`src/rtl/rv32i_types.sv`:
```
// +----------------------------------------------------------------------+
// | rv32i_types : shared RV32I front-end types and constants             |
// | Revision    : 1.0                                                    |
// +----------------------------------------------------------------------+
`default_nettype none

package rv32i_types;

    localparam logic [31:0] CPU_RESET_PC = 32'h1eceb000;

    typedef enum logic [1:0] {
        IDLE = 2'd0,
        WAIT = 2'd1,
        DROP = 2'd2
    } fetch_state_t;

    typedef struct packed {
        logic [31:0] inst;
        logic [31:0] pc;
    } fq_entry_t;

endpackage

`default_nettype wire

```
`src/rtl/fq_fifo.sv`:
```
// +----------------------------------------------------------------------+
// | fq_fifo  : fetch queue storage, {word, pc} entries with flush        |
// | Revision : 1.0                                                       |
// +----------------------------------------------------------------------+
`default_nettype none

module fq_fifo
    import rv32i_types::*;
#(
    parameter int DEPTH = 4
) (
    input  logic                     clk,
    input  logic                     rst,
    input  logic                     push,
    input  logic                     pop,
    input  logic                     flush,
    input  fq_entry_t                push_data,
    output logic [$clog2(DEPTH):0]   count,
    output fq_entry_t                head
);

    localparam int AW = $clog2(DEPTH);

    fq_entry_t       r_mem [DEPTH];
    logic [AW-1:0]   r_rd;
    logic [AW-1:0]   r_wr;
    logic [AW:0]     r_count;

    always_ff @(posedge clk or negedge rst) begin
        if (!rst) begin
            r_rd    <= '0;
            r_wr    <= '0;
            r_count <= '0;
        end else if (flush) begin
            r_rd    <= '0;
            r_wr    <= '0;
            r_count <= '0;
        end else begin
            if (push) r_wr <= r_wr + AW'(1);
            if (pop)  r_rd <= r_rd + AW'(1);
            case ({push, pop})
                2'b10:   r_count <= r_count + (AW+1)'(1);
                2'b01:   r_count <= r_count - (AW+1)'(1);
                default: r_count <= r_count;
            endcase
        end
    end

    // Storage needs no reset: contents are only observed behind a nonzero count.
    always_ff @(posedge clk) begin
        if (push && !flush) r_mem[r_wr] <= push_data;
    end

    assign count = r_count;
    assign head  = r_mem[r_rd];

endmodule

`default_nettype wire

```
`src/rtl/fetch_queue.sv`:
```
// +----------------------------------------------------------------------+
// | fetch_queue : fetch PC, single-outstanding imem FSM and decode FIFO  |
// | Revision    : 1.0                                                    |
// +----------------------------------------------------------------------+
`default_nettype none

module fetch_queue
    import rv32i_types::*;
#(
    parameter int          DEPTH    = 4,
    parameter logic [31:0] RESET_PC = CPU_RESET_PC
) (
    input  logic        clk,
    input  logic        rst,
    output logic [31:0] imem_addr,
    output logic [3:0]  imem_rmask,
    input  logic [31:0] imem_rdata,
    input  logic        imem_resp,
    input  logic        redirect_valid,
    input  logic [31:0] redirect_pc,
    output logic        inst_valid,
    input  logic        inst_ready,
    output logic [31:0] inst,
    output logic [31:0] inst_pc,
    output logic [31:0] inst_pc_next
);

    localparam int CW = $clog2(DEPTH) + 1;

    fetch_state_t  r_state;
    fetch_state_t  w_state_next;
    logic [31:0]   r_pc;
    logic [31:0]   r_req_pc;
    logic [CW-1:0] w_count;
    logic [CW:0]   w_occ;
    logic          w_issue;
    logic          w_push;
    logic          w_pop;
    fq_entry_t     w_head;
    fq_entry_t     w_push_data;

    // Space counts the outstanding kept response; a same-cycle pop is ignored.
    assign w_occ   = {1'b0, w_count} + {{CW{1'b0}}, (r_state == WAIT)};
    assign w_issue = rst && !redirect_valid
                     && ((r_state == IDLE) || imem_resp)
                     && (w_occ < (CW+1)'(DEPTH));
    assign w_push  = (r_state == WAIT) && imem_resp && !redirect_valid;
    assign w_pop   = inst_valid && inst_ready;

    assign w_push_data.inst = imem_rdata;
    assign w_push_data.pc   = r_req_pc;

    always_comb begin
        w_state_next = r_state;
        if (redirect_valid) begin
            if (r_state == IDLE) w_state_next = IDLE;
            else                 w_state_next = imem_resp ? IDLE : DROP;
        end else begin
            case (r_state)
                IDLE:    if (w_issue) w_state_next = WAIT;
                WAIT,
                DROP:    if (imem_resp) w_state_next = w_issue ? WAIT : IDLE;
                default: w_state_next = IDLE;
            endcase
        end
    end

    always_ff @(posedge clk or negedge rst) begin
        if (!rst) begin
            r_state  <= IDLE;
            r_pc     <= RESET_PC;
            r_req_pc <= RESET_PC;
        end else begin
            r_state <= w_state_next;
            if (redirect_valid) begin
                r_pc <= {redirect_pc[31:2], 2'b00};
            end else if (w_issue) begin
                r_pc     <= r_pc + 32'd4;
                r_req_pc <= r_pc;
            end
        end
    end

    fq_fifo #(
        .DEPTH (DEPTH)
    ) u_fifo (
        .clk       (clk),
        .rst       (rst),
        .push      (w_push),
        .pop       (w_pop),
        .flush     (redirect_valid),
        .push_data (w_push_data),
        .count     (w_count),
        .head      (w_head)
    );

    assign imem_addr    = r_pc;
    assign imem_rmask   = w_issue ? 4'hF : 4'h0;
    assign inst_valid   = (w_count != '0) && !redirect_valid;
    assign inst         = w_head.inst;
    assign inst_pc      = w_head.pc;
    assign inst_pc_next = w_head.pc + 32'd4;

endmodule

`default_nettype wire

```
`config.mk`:
```
export PLATFORM = sky130hd
export DESIGN_NAME = fetch_queue
export DESIGN_NICKNAME = d
export VERILOG_FILES = /design/src/rtl/rv32i_types.sv /design/src/rtl/fq_fifo.sv /design/src/rtl/fetch_queue.sv
export SDC_FILE = /design/constraint.sdc
export NUM_CORES = 1
export LEC_CHECK = 0
export CORE_UTILIZATION = 50
export CTS_CLUSTER_SIZE = 20
export DETAILED_ROUTE_END_ITERATION = 10
export GPL_TIMING_DRIVEN = 0
export PLACE_DENSITY = 0.75
export SETUP_SLACK_MARGIN = 0.2
export SLEW_MARGIN = 20
export SYNTH_ARGS = -nofsm -noshare
export SYNTH_HDL_FRONTEND = slang
export SYNTH_SLANG_ARGS = --single-unit
export TNS_END_PERCENT = 10
```
`constraint.sdc`:
```
create_clock -name clk -period 6.3 [get_ports clk]
set_input_delay 1.26 -clock clk [delete_from_list [all_inputs] [get_ports clk]]
set_output_delay 1.26 -clock clk [all_outputs]
set_load 0.01 [all_outputs]
```
==> impl_results.md <==
* Slew at the pin closest to its max-slew limit at 963.0 ps
* Average instance area after synthesis at 17.66 um2
* EDFF count, synth at 248
* Final weighted congestion in routability-driven placement at 0.8136
* Setup slack of the worst register-to-register path at 3480 ps
* Worst Hold Class: reg2reg
* Setup repair after global routing missed its margin: no
* Sinks on the clock net at 317
* Standard cell with the maximum stage delay on the critical path: sky130_fd_sc_hd__nor4_1
* TritonCTS clock tree: done
* Register bit total from synthesis at 317
* Share of async-settable or async-resettable flops after synthesis at 21.77%
* Antenna viol nets, final at 0
* Final Critical Period at 5422 ps
* Core area at 25980 um2
* Total of cells resized after clock tree synthesis at 0
* CTS Hold Buffers Added at 0
* Quantity of I/O buffers inserted on ports at 193
* Area overhead of the layout relative to synthesis at 26.83%
* Aggregate negative setup slack at 0 ps
* Finished Core Util at 64.46%
* Top_reg_cell synth: sky130_fd_sc_hd__edfxtp_1
* Part of the cycle the worst path needs at 86.07%
* Layout Cells excl Fill at 1342
* Capturing element type of the critical path: primary output
* Mux share of post-synthesis cell area at 14.02%
* Endpoint of the lowest-slack register-to-register path: r_req_pc[21]
* Post-CTS repair timing setup buffer count at 0
* Maximum net fanout on the critical path at 49
* Clock buffers created by TritonCTS at 30
* Critical Path Most Common Cell: sky130_fd_sc_hd__buf_4
* CP Data Required Time at 5040 ps
* Share of post-route cells with drive strength above 1 at 18.57%
* Fill cell instance count of the final layout at 1804
* Buffer levels on the longest clock path at 3
* Cell types with the largest area share after synthesis: sky130_fd_sc_hd__edfxtp_1, sky130_fd_sc_hd__dfrtp_1, sky130_fd_sc_hd__mux4_2
* Highest Clock Rate at 184.4 MHz
* DIE WIDTH at 164.5 um
* Peak supply drop at 0.2190 mV
* Stages on the worst setup path at 7
* Area of the die at 27070 um2
* Number of distinct standard cells referenced by the synthesized netlist at 53
* DRC at 0
* Result of the run: complete, no violations
* Count of cells along the worst register-to-register path at 5
* Post-synth design cell area at 13210 um2
* Vias per std cell at 5.525
* Vertical die dimension at 164.5 um
* Dominant combinational cell family by area after synthesis: multiplexers
* Number of violations reported at the end of detailed-routing iteration 0 at 403
* Worst hold slack at 520.5 ps
* Sequential fraction of the synthesis area at 69.69%
* Cell type with the largest total area after synthesis: sky130_fd_sc_hd__edfxtp_1
* Number of nets in the layout at 1062
* # H-tree levels at 1
* Top-area cell type share of the netlist area at 56.38%
* Clk_skew at 9.167 ps
* Largest stage delay, worst path at 800 ps
* WS Path Type: in2out
* Area after DPL at 15720 um2
* Startpoint class of the critical path: input pin
* Leakage Power at 5.699 nW
* Post-synthesis cell count at 748
* Ant diodes at 0
* Row count at 59
* Pin count of the biggest net entering global routing at 50
* Cell family with the largest share of critical-path delay: buffers and inverters
* Post-layout instance area at 16750 um2
* Clock edge transition at the registers on the reported setup and hold paths at 60 ps
* Starting Density at 50.83%
* Overflow left after global routing at 0
* CP Buf/Inv Count at 5
* Clock network latency to the later pin of the worst-skew pair at 540 ps
* Number of vias in the routed layout at 7414
* Endpoints failing hold at 0
* DP Cell Count at 1286
* GRT Overall Usage at 20.35%
* Average wire length per cell after detail routing at 20.53 um
* Worst EP arrival at 4160 ps
* Fraction of synthesized cell area in xor and xnor cells at 3.780%
* Number of global-route vias before repair at 7232
* Number of failing setup endpoints in the final timing report at 0
* Post-synthesis compound-gate area fraction at 1.772%
* Initial antenna violation count at 0
* 1st-pass router iterations at 4
* Number of pins exceeding their max-slew limit in the final report at 0
* Worst Setup Slack post-DPL at 883.7 ps
* Reg-to-reg startpoint: r_state[0]
* Synth Warn # at 0
* Normalized max-slew margin at 35.21%
* Buffer cell driving the clock tree root: sky130_fd_sc_hd__clkbuf_16
* Worst setup path start: rst
* Wire length of the first global-routing pass at 41610 um
* Simple-gate area share of the yosys netlist at 7.152%
* Count of max-cap constraint violations at 0
* Hpwl dp at 18600 um
* Sum of internal, switching and leakage power at 6.497 mW
* Num ports at 202
* Power Density at 387.9 nW/um2
* Worst path setup slack after routing at 877.8 ps
* Critical Path End: imem_rmask[2]
* Critical path cell sequence: buf_4, buf_16, nand2b_4, nor4_1, clkbuf_1, buf_4, clkdlybuf4s50_1
* Post-detailed-routing wire length at 27550 um
* Synthesized-area fraction occupied by adder cells at 1.004%
[final cells by class]
| class | count | area [um2] | area share (%) |
|---|---|---|---|
| timing repair buffer | 198 | 2059 | 12.29 |
| clock buffer | 42 | 867.1 | 5.176 |
| clock inverter | 14 | 168.9 | 1.008 |
| tap | 335 | 419.2 | 2.502 |
| buffer | 39 | 274.0 | 1.636 |
| inverter | 17 | 63.81 | 0.3809 |
| multi-input combinational | 380 | 3695 | 22.06 |
| sequential | 317 | 9204 | 54.94 |
[worst min path at each step]
stage                 start                   to  slack, ps  cells after the start
2_1_floorplan  r_req_pc[10]  u_fifo.r_mem[0][10]        470                      0
5_1_grt         r_req_pc[6]   u_fifo.r_mem[3][6]        550                      0
3_3_place_gp   r_req_pc[31]  u_fifo.r_mem[0][31]        490                      0
6_report        r_req_pc[6]   u_fifo.r_mem[3][6]        520                      0
3_5_place_dp    r_req_pc[7]   u_fifo.r_mem[3][7]        510                      0
4_1_cts         r_req_pc[6]   u_fifo.r_mem[3][6]        530                      0
[routing by layer]
layer | track usage [%] | part of all wire [%]
met1 | 28.82 | 44
met2 | 33.82 | 50
met3 | 2.963 | 5.4
met4 | 4.128 | 1.2
met5 | 0 | 0
[cell usage after synthesis, types with 16 or more instances]
library cell / count
sky130_fd_sc_hd__xnor2_1: 46
sky130_fd_sc_hd__nand3_1: 16
sky130_fd_sc_hd__nand4_1: 17
sky130_fd_sc_hd__mux2_2: 30
sky130_fd_sc_hd__edfxtp_1: 248
sky130_fd_sc_hd__nor2_1: 24
sky130_fd_sc_hd__dfstp_2: 24
sky130_fd_sc_hd__dfrtp_1: 45
sky130_fd_sc_hd__clkbuf_1: 17
sky130_fd_sc_hd__inv_1: 17
sky130_fd_sc_hd__mux4_2: 35
sky130_fd_sc_hd__nand2_1: 51
sky130_fd_sc_hd__o21ai_0: 29
sky130_fd_sc_hd__mux4_1: 24
[cell usage in the layout, fill, tap and decap left out, types with 5 or more instances in the layout]
| cell type | synthesis | final |
|---|---|---|
| sky130_fd_sc_hd__nand2_1 | 51 | 51 |
| sky130_fd_sc_hd__xor2_1 | 11 | 11 |
| sky130_fd_sc_hd__inv_1 | 17 | 17 |
| sky130_fd_sc_hd__clkinv_2 | 0 | 6 |
| sky130_fd_sc_hd__and4_1 | 5 | 5 |
| sky130_fd_sc_hd__conb_1 | 1 | 6 |
| sky130_fd_sc_hd__dfstp_2 | 24 | 24 |
| sky130_fd_sc_hd__ha_1 | 9 | 9 |
| sky130_fd_sc_hd__xnor2_1 | 46 | 46 |
| sky130_fd_sc_hd__dfrtp_1 | 45 | 45 |
| sky130_fd_sc_hd__o21ai_0 | 29 | 29 |
| sky130_fd_sc_hd__clkbuf_1 | 17 | 23 |
| sky130_fd_sc_hd__edfxtp_1 | 248 | 248 |
| sky130_fd_sc_hd__mux4_2 | 35 | 35 |
| sky130_fd_sc_hd__clkbuf_8 | 4 | 9 |
| sky130_fd_sc_hd__nor2_1 | 24 | 24 |
| sky130_fd_sc_hd__nor4_1 | 12 | 12 |
| sky130_fd_sc_hd__clkbuf_16 | 0 | 31 |
| sky130_fd_sc_hd__mux4_1 | 24 | 24 |
| sky130_fd_sc_hd__mux2_2 | 30 | 30 |
| sky130_fd_sc_hd__nand4_1 | 17 | 17 |
| sky130_fd_sc_hd__nand3_1 | 16 | 16 |
| sky130_fd_sc_hd__nor3_1 | 9 | 9 |
| sky130_fd_sc_hd__buf_4 | 10 | 11 |
| sky130_fd_sc_hd__clkdlybuf4s50_1 | 0 | 192 |
[worst reg2reg max path, cell delays in order (launching register included)]
cell                       delay (ps)
sky130_fd_sc_hd__dfrtp_1          410
sky130_fd_sc_hd__ha_1             250
sky130_fd_sc_hd__and3_1           240
sky130_fd_sc_hd__nor4_1           740
sky130_fd_sc_hd__clkbuf_1         650
sky130_fd_sc_hd__mux2_2           410
[power breakdown]
group          total [mW]  internal [mW]  switching (mW)
combinational        1.85           1.03           0.814
sequential           2.82           2.60           0.214
clock                1.83           1.12           0.716
[registers in the layout, indices dropped and copies added (netlist names)]
register / cells
r_req_pc: 30
u_fifo.r_mem: 248
u_fifo.r_rd: 2
u_fifo.r_wr: 2
imem_addr: 30
u_fifo.count: 3
r_state: 2
[cell families after synthesis]
logic type	after synthesis
flip-flops	317
AND/OR/NAND/NOR	171
multiplexers	94
XOR/XNOR	57
buffers and inverters	56
AO/OA/AOI/OAI	42
adder cells (fa/ha/maj)	10
other	1
Power figures use the tool's default switching activity.
